==> config.mk <==
export PLATFORM = sky130hd
export DESIGN_NAME = uart_recv
export DESIGN_NICKNAME = d
export VERILOG_FILES = /design/src/rtl/uart_recv.sv
export SDC_FILE = /design/constraint.sdc
export NUM_CORES = 1
export LEC_CHECK = 0
export CORE_ASPECT_RATIO = 1.4
export CORE_MARGIN = 1
export CORE_UTILIZATION = 49
export CTS_CLUSTER_DIAMETER = 60
export DETAILED_ROUTE_END_ITERATION = 12
export PLACE_DENSITY = 0.66
export SETUP_SLACK_MARGIN = 0.5
export SLEW_MARGIN = 40
export SYNTH_ARGS = -nofsm -noshare
export SYNTH_HDL_FRONTEND = slang
export SYNTH_SLANG_ARGS = --single-unit
==> constraint.sdc <==
create_clock -name clk -period 4.1 [get_ports clk]
set_input_delay 0.82 -clock clk [delete_from_list [all_inputs] [get_ports clk]]
set_output_delay 0.82 -clock clk [all_outputs]
set_load 0.02 [all_outputs]
==> src/rtl/uart_recv.sv <==
// 8N1 UART receiver: two-flop synchroniser, mid-bit sampling FSM and a one-entry
// valid/ready holding register with framing-error and overrun pulses.
module uart_recv #(
  parameter int CLOCK_FREQ = 125_000_000,
  parameter int BAUD_RATE  = 115_200
) (
  input  logic       clk,
  input  logic       reset,
  input  logic       serial_in,
  output logic [7:0] data_out,
  output logic       data_out_valid,
  input  logic       data_out_ready,
  output logic       framing_error,
  output logic       overrun
);
  localparam int SYMBOL_EDGE_TIME = CLOCK_FREQ / BAUD_RATE;
  localparam int SAMPLE_TIME      = SYMBOL_EDGE_TIME / 2;
  localparam int CW               = $clog2(SYMBOL_EDGE_TIME) + 1;
  localparam logic [CW-1:0] EDGE_LAST   = CW'(SYMBOL_EDGE_TIME - 1);
  localparam logic [CW-1:0] SAMPLE_LAST = CW'(SAMPLE_TIME - 1);

  typedef enum logic [2:0] {IDLE, START, DATA, STOP, WAIT_HIGH} state_t;

  state_t        state, state_nxt;
  logic          sync1, rx;
  logic [CW-1:0] cnt;
  logic [2:0]    bit_idx;
  logic [7:0]    shift;
  logic          shift_en, deliver, stop_bad;

  always_ff @(posedge clk) begin
    if (!reset) begin
      sync1 <= 1'b1;
      rx    <= 1'b1;
    end else begin
      sync1 <= serial_in;
      rx    <= sync1;
    end
  end

  always_comb begin
    state_nxt = state;
    shift_en  = 1'b0;
    deliver   = 1'b0;
    stop_bad  = 1'b0;
    case (state)
      IDLE:      if (!rx) state_nxt = START;
      // Start bit re-checked at its midpoint so short glitches are ignored.
      START:     if (cnt == SAMPLE_LAST) state_nxt = rx ? IDLE : DATA;
      DATA:      if (cnt == EDGE_LAST) begin
                   shift_en = 1'b1;
                   if (bit_idx == 3'd7) state_nxt = STOP;
                 end
      STOP:      if (cnt == EDGE_LAST) begin
                   if (rx) begin
                     deliver   = 1'b1;
                     state_nxt = IDLE;
                   end else begin
                     stop_bad  = 1'b1;
                     state_nxt = WAIT_HIGH;
                   end
                 end
      // A held-low (break) line must return high before a new start is accepted.
      WAIT_HIGH: if (rx) state_nxt = IDLE;
      default:   state_nxt = IDLE;
    endcase
  end

  always_ff @(posedge clk) begin
    if (!reset) begin
      state          <= IDLE;
      cnt            <= '0;
      bit_idx        <= '0;
      shift          <= '0;
      data_out       <= '0;
      data_out_valid <= 1'b0;
      framing_error  <= 1'b0;
      overrun        <= 1'b0;
    end else begin
      state         <= state_nxt;
      framing_error <= stop_bad;
      overrun       <= deliver & data_out_valid & ~data_out_ready;

      if (state_nxt != state || (state == DATA && cnt == EDGE_LAST)) cnt <= '0;
      else                                                          cnt <= cnt + 1'b1;

      if (state == START)  bit_idx <= '0;
      else if (shift_en)   bit_idx <= bit_idx + 3'd1;
      if (shift_en)        shift[bit_idx] <= rx;

      // Same-cycle consume and load keeps valid high with the new byte.
      if (deliver && (!data_out_valid || data_out_ready)) begin
        data_out       <= shift;
        data_out_valid <= 1'b1;
      end else if (data_out_valid && data_out_ready) begin
        data_out_valid <= 1'b0;
      end
    end
  end
endmodule

---- After elaboration in Yosys (flattened, before gate mapping) ----
Cells that the tools add are included.
cells by class
  order comparisons ....................... 2
  equal/unequal tests ..................... 8
  $mul .................................... 0
  $add $sub $neg .......................... 2
  reduce and logical (&&, ||, !) cells .... 12
  div/mod/pow operators ................... 0
  shift-type cells ........................ 0
  bitwise operators ....................... 4
  muxes and demuxes ....................... 20
operator list
  cell                   number
  $mux 3                 7
  $pmux 3 s5             1
  $add 12x1->12 const B  1
  $eq 12x10->1 const B   1
  $eq 12x11->1 const B   1
  $mux 1                 9
  $bwmux 8               1
  $eq 3x2->1 const B     2
  $eq 3x3->1 const B     2
  $logic_and 1x1->1      4
  $lt 3x4->1 const B     1
  $reduce_or 2->1        2
  $add 3x1->3 const B    1
  $demux 1 s3            1
  $eq 3x1->1 const B     1
  $ge 3x1->1 const B     1
  $logic_not 3->1        1
  $ne 3x3->1             1
  $reduce_and 3->1       1
  $and 1x1->1            2
  $logic_or 1x1->1       2
  $mux 2                 1
  $not 1->1              2
  $reduce_bool 2->1      1
  $logic_not 1->1        1
word-level totals
  output and inout port bits .............. 11
  input bits .............................. 4
  memories kept ........................... 0
  word-level logic and storage cells ...... 58
  RAM bits ................................ 0
  latch bits .............................. 0
  ROM bits ................................ 0
  register bits ........................... 39

---- Longest topological paths before layout ----
Gate-level depths: netlist of run 1.
  depth after elaboration ................. 7
  gate-level depth with buffers ........... 8
  mapped depth without buffers ............ 7

---- Worst setup path after synthesis of run 1 ----
OpenSTA, ideal clock, no wires.
  path kind ............................... input-to-reg
  from .................................... in data_out_ready
  to ...................................... reg data_out[0]
  stages .................................. 5
  required time ........................... 3974 ps
  path buffers ............................ 0
  setup slack ............................. 2272 ps
  library setup time ...................... 126 ps
  arrival time ............................ 1702 ps
  cell sequence ........................... or2b_2 and2_2 nand4_4 mux2i_1 nor2_1
between the ends
  cells in the longest elaborated chain, start to end .. 2
RTL lines
  element                 RTL line  source
  start: declaration      12        input logic data_out_ready,
  $logic_or 1x1->1        92        if (deliver && (!data_out_valid || data_out_ready)) begin
  $logic_and 1x1->1       92
  end signal: assignment  93        data_out <= shift;
  end: declaration        10        output logic [7:0] data_out,
Every way passes these cells.
A chain may end at the register's enable or synchronous reset.

---- Worst setup path in the final report of run 1 ----
  from .................................... in reset
  to ...................................... reg cnt[0]
between the ends
  cells in the longest elaborated chain, start to end .. 2
RTL lines
  element                           RTL line  source
  start: declaration                8         input logic reset,
  $not 1->1 (no source line)        n/a
  $reduce_or 2->1 (no source line)  n/a
  end signal: assignment            85        else cnt <= cnt + 1'b1;
  end: declaration                  26        logic [CW-1:0] cnt;
Every way passes these cells.

==> results of run 1 <==
==> layout by cell type, fill, tap and decap left out, types with 4 or more instances in the layout <==
cell / n
nor2_1: 31
nand2_1: 11
xnor2_1: 4
inv_1: 6
dfxtp_1: 39
clkdlybuf4s50_1: 14
mux2i_1: 14
nand3_1: 6
nor3_1: 4
ha_1: 5
nand2b_1: 4
xor2_1: 7
clkbuf_8: 7
==> where the power goes <==
part	switching (W)	internal, W
logic	0.0000168	0.00000994
registers	0.00000572	0.000383
clock network	0.000121	0.000153
total	0.000143	0.000546
==> kinds of logic (layout without fill, tap and decap cells) <==
group                    Yosys count  in the layout  share of synthesized area, %
AND/OR/NAND/NOR                   86             86                          28.8
flip-flops                        39             39                          42.2
AO/OA/AOI/OAI                     18             18                          7.71
buffers and inverters             15             28                          5.14
multiplexers                      14             14                          7.58
XOR/XNOR                          11             11                          5.21
adder cells (fa/ha/maj)            5              5                          3.38
==> registers in the layout, indices dropped and copies added (netlist names) <==
register	cells
shift	8
data_out_valid	1
cnt	12
sync1	1
state	3
overrun	1
bit_idx	3
rx	1
data_out	8
framing_error	1
==> through the flow <==
step	util, %	power, W
after detailed placement	54.1	0.000424
after global placement	54.1	0.000422
after floorplan	-	0.000417
after global routing	56.8	0.000714
final	56.8	0.000689
after CTS	56.8	0.000698
==> per-layer routing <==
| metal | vias up | part of all wire [%] |
|---|---|---|
| li1 | 679 | - |
| met1 | 614 | 42 |
| met5 | - | 0 |
| met3 | 6 | 2.9 |
| met4 | 0 | 1.6 |
| met2 | 24 | 53 |
==> path summary, 6_finish.rpt <==
kind / to / slack [ns] / cells after the start
min: rx / 0.41 / 1
max: cnt[0] / 1.58 / 5
max reg2reg: cnt[10] / 2.12 / 6
min reg2reg: rx / 0.41 / 1
==> critical path, delay by kind of cell <==
kind                   cells  cell delay, ns
AOI/OAI and AO/OA          1            0.29
and+or+nand+nor            2            0.51
buffers and inverters      2            1.11
==> cell type report <==
cell class                      count  area [um^2]
Sequential cell                    39          781
Multi-Input combinational cell    134          973
Inverter                            6         22.5
Fill cell                         338         1570
Tap cell                           42         52.6
Timing Repair Buffer               14          140
Clock buffer                        8          100
==> flow_metrics.env, run 1 <==
export IMPL_status="complete, no violations"
export IMPL_cts_sinks=39
export IMPL_synth_edff_count=0
export IMPL_initial_core_util_pct=50.8
export IMPL_startpoint="reset"
export IMPL_synth_cells=188
export IMPL_vias_per_cell=5.44
export IMPL_path_cells="clkdlybuf4s50_1, inv_1, nor3_1, o211ai_2, nor2_1"
export IMPL_cts_buffer_depth=2
export IMPL_final_cells=243
export IMPL_row_count=26
export IMPL_cp_required_ns=4.32
export IMPL_hold_class="reg -> reg"
export IMPL_drv_slew=0
export IMPL_first_global_vias=1278
export IMPL_wl_um=3400
export IMPL_synth_top_cell_area_share_pct=42.2
export IMPL_root_buffer="clkbuf_8"
export IMPL_fmax_ghz=0.397
export IMPL_numCtsBuffers=5
export IMPL_worstPathArrival_ns=2.74
export IMPL_synth_avg_cell_area_um2=9.84
export IMPL_wire_per_inst_um=14.0
export IMPL_critPathMaxFanout=14
export IMPL_timing_hold_violations_final=0
export IMPL_core_area_um2=3640
export IMPL_antenna_found_initial=0
export IMPL_syn_area_um2=1850
export IMPL_drc=0
export IMPL_place_ws_ns=1.27
export IMPL_cp_end_kind="flip-flop"
export IMPL_hold_start="sync1"
export IMPL_areaGrowthSynthToFinish_pct=11.9
export IMPL_synth_seq_area_share_pct=42.2
export IMPL_slowest_stage="clkdlybuf4s50_1"
export IMPL_htree_num_levels=2
export IMPL_synth_warnings=0
export IMPL_ant_nets=0
export IMPL_synth_net_count=197
export IMPL_holdWs_ns=0.411
export IMPL_tritoncts="built"
export IMPL_drt_iter0_drc=45
export IMPL_fin_nets=209
export IMPL_via_count=1323
export IMPL_ys_ff_latch=39
export IMPL_hold_buffers=0
export IMPL_cpPeakStageDelay_ns=0.78
export IMPL_cp_start_kind="primary input"
export IMPL_dp_hpwl_um=2500
export IMPL_met1_usage_pct=20.1
export IMPL_worst_slew_pin_slew_ns=0.536
export IMPL_netlist_top_cells_count="39 x dfxtp_1, 31 x nor2_1, 14 x mux2i_1"
export IMPL_fin_skew_ns=0.00372
export IMPL_post_cts_resized=0
export IMPL_grt_max_degree=16
export IMPL_leakagePower_nw=0.808
export IMPL_maxSlewHeadroom_pct=64.2
export IMPL_cts_setup_buffers=0
export IMPL_setup_slack_ns=1.58
export IMPL_die_w_um=53.9
export IMPL_cap_violations=0
export IMPL_ys_top_cells_by_area="dfxtp_1 42%, mux2i_1 7.6%, nor2_1 6.3%, ha_1 3.4%, xor2_1 3.3%"
export IMPL_yosys_area_top_type="dfxtp_1"
export IMPL_drt_pass1_iter_count=4
export IMPL_synth_most_common_cell="dfxtp_1"
export IMPL_synthFlopType="dfxtp_1"
export IMPL_grt_use_met2_pct=35.9
export IMPL_timing_final_crit_period_ns=2.52
export IMPL_portBuffers=14
export IMPL_ir_drop_v=0.000245
export IMPL_p_per_area_nw_per_um2=333
export IMPL_clk_latency_ns=0.29
export IMPL_placed_cell_area_um2=1970
export IMPL_r2r_start="cnt[0]"
export IMPL_period_share_pct=61.5
export IMPL_top_usage_layer="met2"
export IMPL_die_h_um=74.7
export IMPL_final_cell_area_um2=2070
export IMPL_worstSetupPathType="in -> reg"
export IMPL_drive_gt1_share_pct=12.4
export IMPL_grt_pass1_wl_um=5570
export IMPL_track_usage_pct=19.4
export IMPL_dp_cells=235
export IMPL_setup_tns_ns=0
export IMPL_yosysUniqueCellTypes=52
export IMPL_die_area_um2=4030
export IMPL_setup_violations=0
export IMPL_gp_congestion=0.820
export IMPL_use_met3_pct=5.45
export IMPL_overflow=0
export IMPL_synth_async_reset_ratio_pct=0
export IMPL_diodes=0
export IMPL_ios=15
export IMPL_grt_setup_unrepaired="no"
export IMPL_clkTransAtPathRegs_ns=0.07
Power figures use the tool's default switching activity.
==> run 2: changes to the inputs <==
- PLACE_DENSITY: 0.66 -> 0.69
- clock period: 4.1 -> 2.1 ns (I/O delays scaled with it)
==> run 2 against run 1 <==
Effect of this change: first-iteration DRC count decreased by 33%; sequential power increased by 95%; clock power increased by 130%; sequential share of layout area decreased by 3.4 points; worst hold slack got worse by 0.0013 ns; final area increased by 11%; combinational power increased to 3.3 times the previous value; critical endpoint is now cnt[11].
==> flow_metrics.env, run 2 (same netlist as run 1, synthesis figures left out) <==
export IMPL_combPwrFrac_pct=6.0
export IMPL_post_route_util_pct=63.3
export IMPL_grt_pass1_wl_um=6470
export IMPL_cp_end_kind="flip-flop"
export IMPL_place_ws_ns=0.176
export IMPL_hold_buffers=0
export IMPL_timing_hold_violations_final=0
export IMPL_worstPathArrival_ns=2.03
export IMPL_timing_final_crit_period_ns=1.83
export IMPL_power_switching_share_pct=22.5
export IMPL_ios=15
export IMPL_drc=0
export IMPL_fmax_ghz=0.545
export IMPL_cp_start_kind="flip-flop"
export IMPL_row_count=26
export IMPL_portBuffers=14
export IMPL_p_per_area_nw_per_um2=638
export IMPL_final_cell_area_um2=2300
export IMPL_root_buffer="clkbuf_8"
export IMPL_die_h_um=74.7
export IMPL_fin_nets=224
export IMPL_largest_register_ffs=12
export IMPL_hold_class="reg -> reg"
export IMPL_cts_sinks=39
export IMPL_drt_pass1_iter_count=4
export IMPL_worstSetupPathType="reg -> reg"
export IMPL_setup_tns_ns=0
export IMPL_power_internal_w=0.00114
export IMPL_fin_skew_ns=0.00515
export IMPL_tritoncts="built"
export IMPL_grt_max_degree=14
export IMPL_setup_slack_ns=0.266
export IMPL_leakagePower_nw=0.971
export IMPL_clkTransAtPathRegs_ns=0.08
export IMPL_overflow=0
export IMPL_wl_met2_um=2130
export IMPL_pwr_share_seq_pct=51.4
export IMPL_highest_layer="met4"
export IMPL_grt_setup_unrepaired="yes"
export IMPL_p_switching_w=0.000331
export IMPL_via_count=1447
export IMPL_diodes=0
export IMPL_initial_core_util_pct=50.8
export IMPL_clockPowerShare_pct=42.6
export IMPL_antenna_found_initial=0
export IMPL_period_share_pct=87.3
export IMPL_wl_met1_um=1500
export IMPL_vias_per_cell=5.61
export IMPL_dp_hpwl_um=2660
export IMPL_die_area_um2=4030
export IMPL_cts_buffer_depth=2
export IMPL_track_usage_pct=22.8
export IMPL_wire_per_inst_um=15.0
export IMPL_largestRegisters="cnt: 12 flops, data_out: 8 flops, shift: 8 flops"
export IMPL_dr_wl_met3_um=117
export IMPL_numCtsBuffers=5
export IMPL_ant_nets=0
export IMPL_maxSlewHeadroom_pct=60.1
export IMPL_areaGrowthSynthToFinish_pct=24.6
export IMPL_wl_um=3880
export IMPL_gp_congestion=0.854
export IMPL_layout_common_cells="35 x dfxtp_1, 25 x nor2_1, 14 x mux2i_1"
export IMPL_regMostFlops="cnt"
export IMPL_cap_violations=0
export IMPL_die_w_um=53.9
export IMPL_drive_gt1_share_pct=26.9
export IMPL_placed_cell_area_um2=2040
export IMPL_cp_required_ns=2.29
export IMPL_htree_num_levels=2
export IMPL_ir_drop_v=0.000558
export IMPL_critPathMaxFanout=6
export IMPL_clk_latency_ns=0.30
export IMPL_mostFrequentLayoutCell="dfxtp_1"
export IMPL_core_area_um2=3640
export IMPL_setup_violations=0
export IMPL_status="complete, no violations"
export IMPL_drv_slew=0
export IMPL_first_global_vias=1414
export IMPL_worst_slew_pin_slew_ns=0.598
export IMPL_drt_iter0_drc=30
[run 2: changes by cell type in the layout (fill, tap and decap cells not counted), sizes merged]
| cell | change |
|---|---|
| buf | +15 |
| clkinv | +2 |
| bufinv | +1 |
| clkdlybuf4s50 | -11 |
| dlygate4sd2 | +11 |
| clkbuf | -3 |
[run 2: what timing repair did]
action,CTS,global route
buffers inserted,10,0
gates resized for setup,23,10
gates cloned,1,0
hold endpoints to repair,0,0
pin swaps,2,8
endpoints found under the setup margin,44,33
[run 2: final cells by class]
cell class	instances	area, um^2
well taps	42	52.6
repair buffers	29	250
multi-input cells	134	1070
clock buffers	5	68.8
fillers	311	1340
clock inverters	3	43.8
inverters	6	25.0
flip-flops and latches	39	791
[run 2: critical path: stages, from the launching register on]
cell and delay [ns]:
dfxtp_2 0.34, inv_2 0.09, ha_4 0.15, nand4b_4 0.12, or4b_1 0.49, a21o_1 0.19
o211ai_2 0.12, buf_6 0.18, nor2_1 0.06
[run 2: final timing paths]
kind                            slack (ns)  cells past startpoint      end   start
worst min-delay path                  0.41                      1       rx   sync1
worst max-delay path                  0.27                      8  cnt[11]  cnt[1]
worst min register to register        0.41                      1       rx   sync1
worst max register to register        0.27                      8  cnt[11]  cnt[1]
[run 2: power groups by stage]
stage / Sequential, W / Combinational, W / Clock [W]
after floorplan: 0.000772 / 0.0000501 / 0
after global placement: 0.000776 / 0.0000634 / 0
after detailed placement: 0.000776 / 0.0000671 / 0
after CTS: 0.000755 / 0.0000818 / 0.000641
after global routing: 0.000757 / 0.0000959 / 0.000667
final: 0.000756 / 0.0000879 / 0.000627
[run 2: per-stage QoR]
step | instances | hold WS, ns | power (W)
floorplan | 188 | 0.386 | 0.000822
global placement | 239 | 0.390 | 0.000839
finish | 258 | 0.410 | 0.00147
detailed placement | 239 | 0.396 | 0.000843
global route | 258 | 0.434 | 0.00152
CTS | 258 | 0.414 | 0.00148
[run 2: per-layer routing]
layer	GRT usage, %	vias to the layer above
met5	0	-
met4	13.7	0
met3	6.46	14
met2	40.1	21
met1	23.0	697
li1	-	715
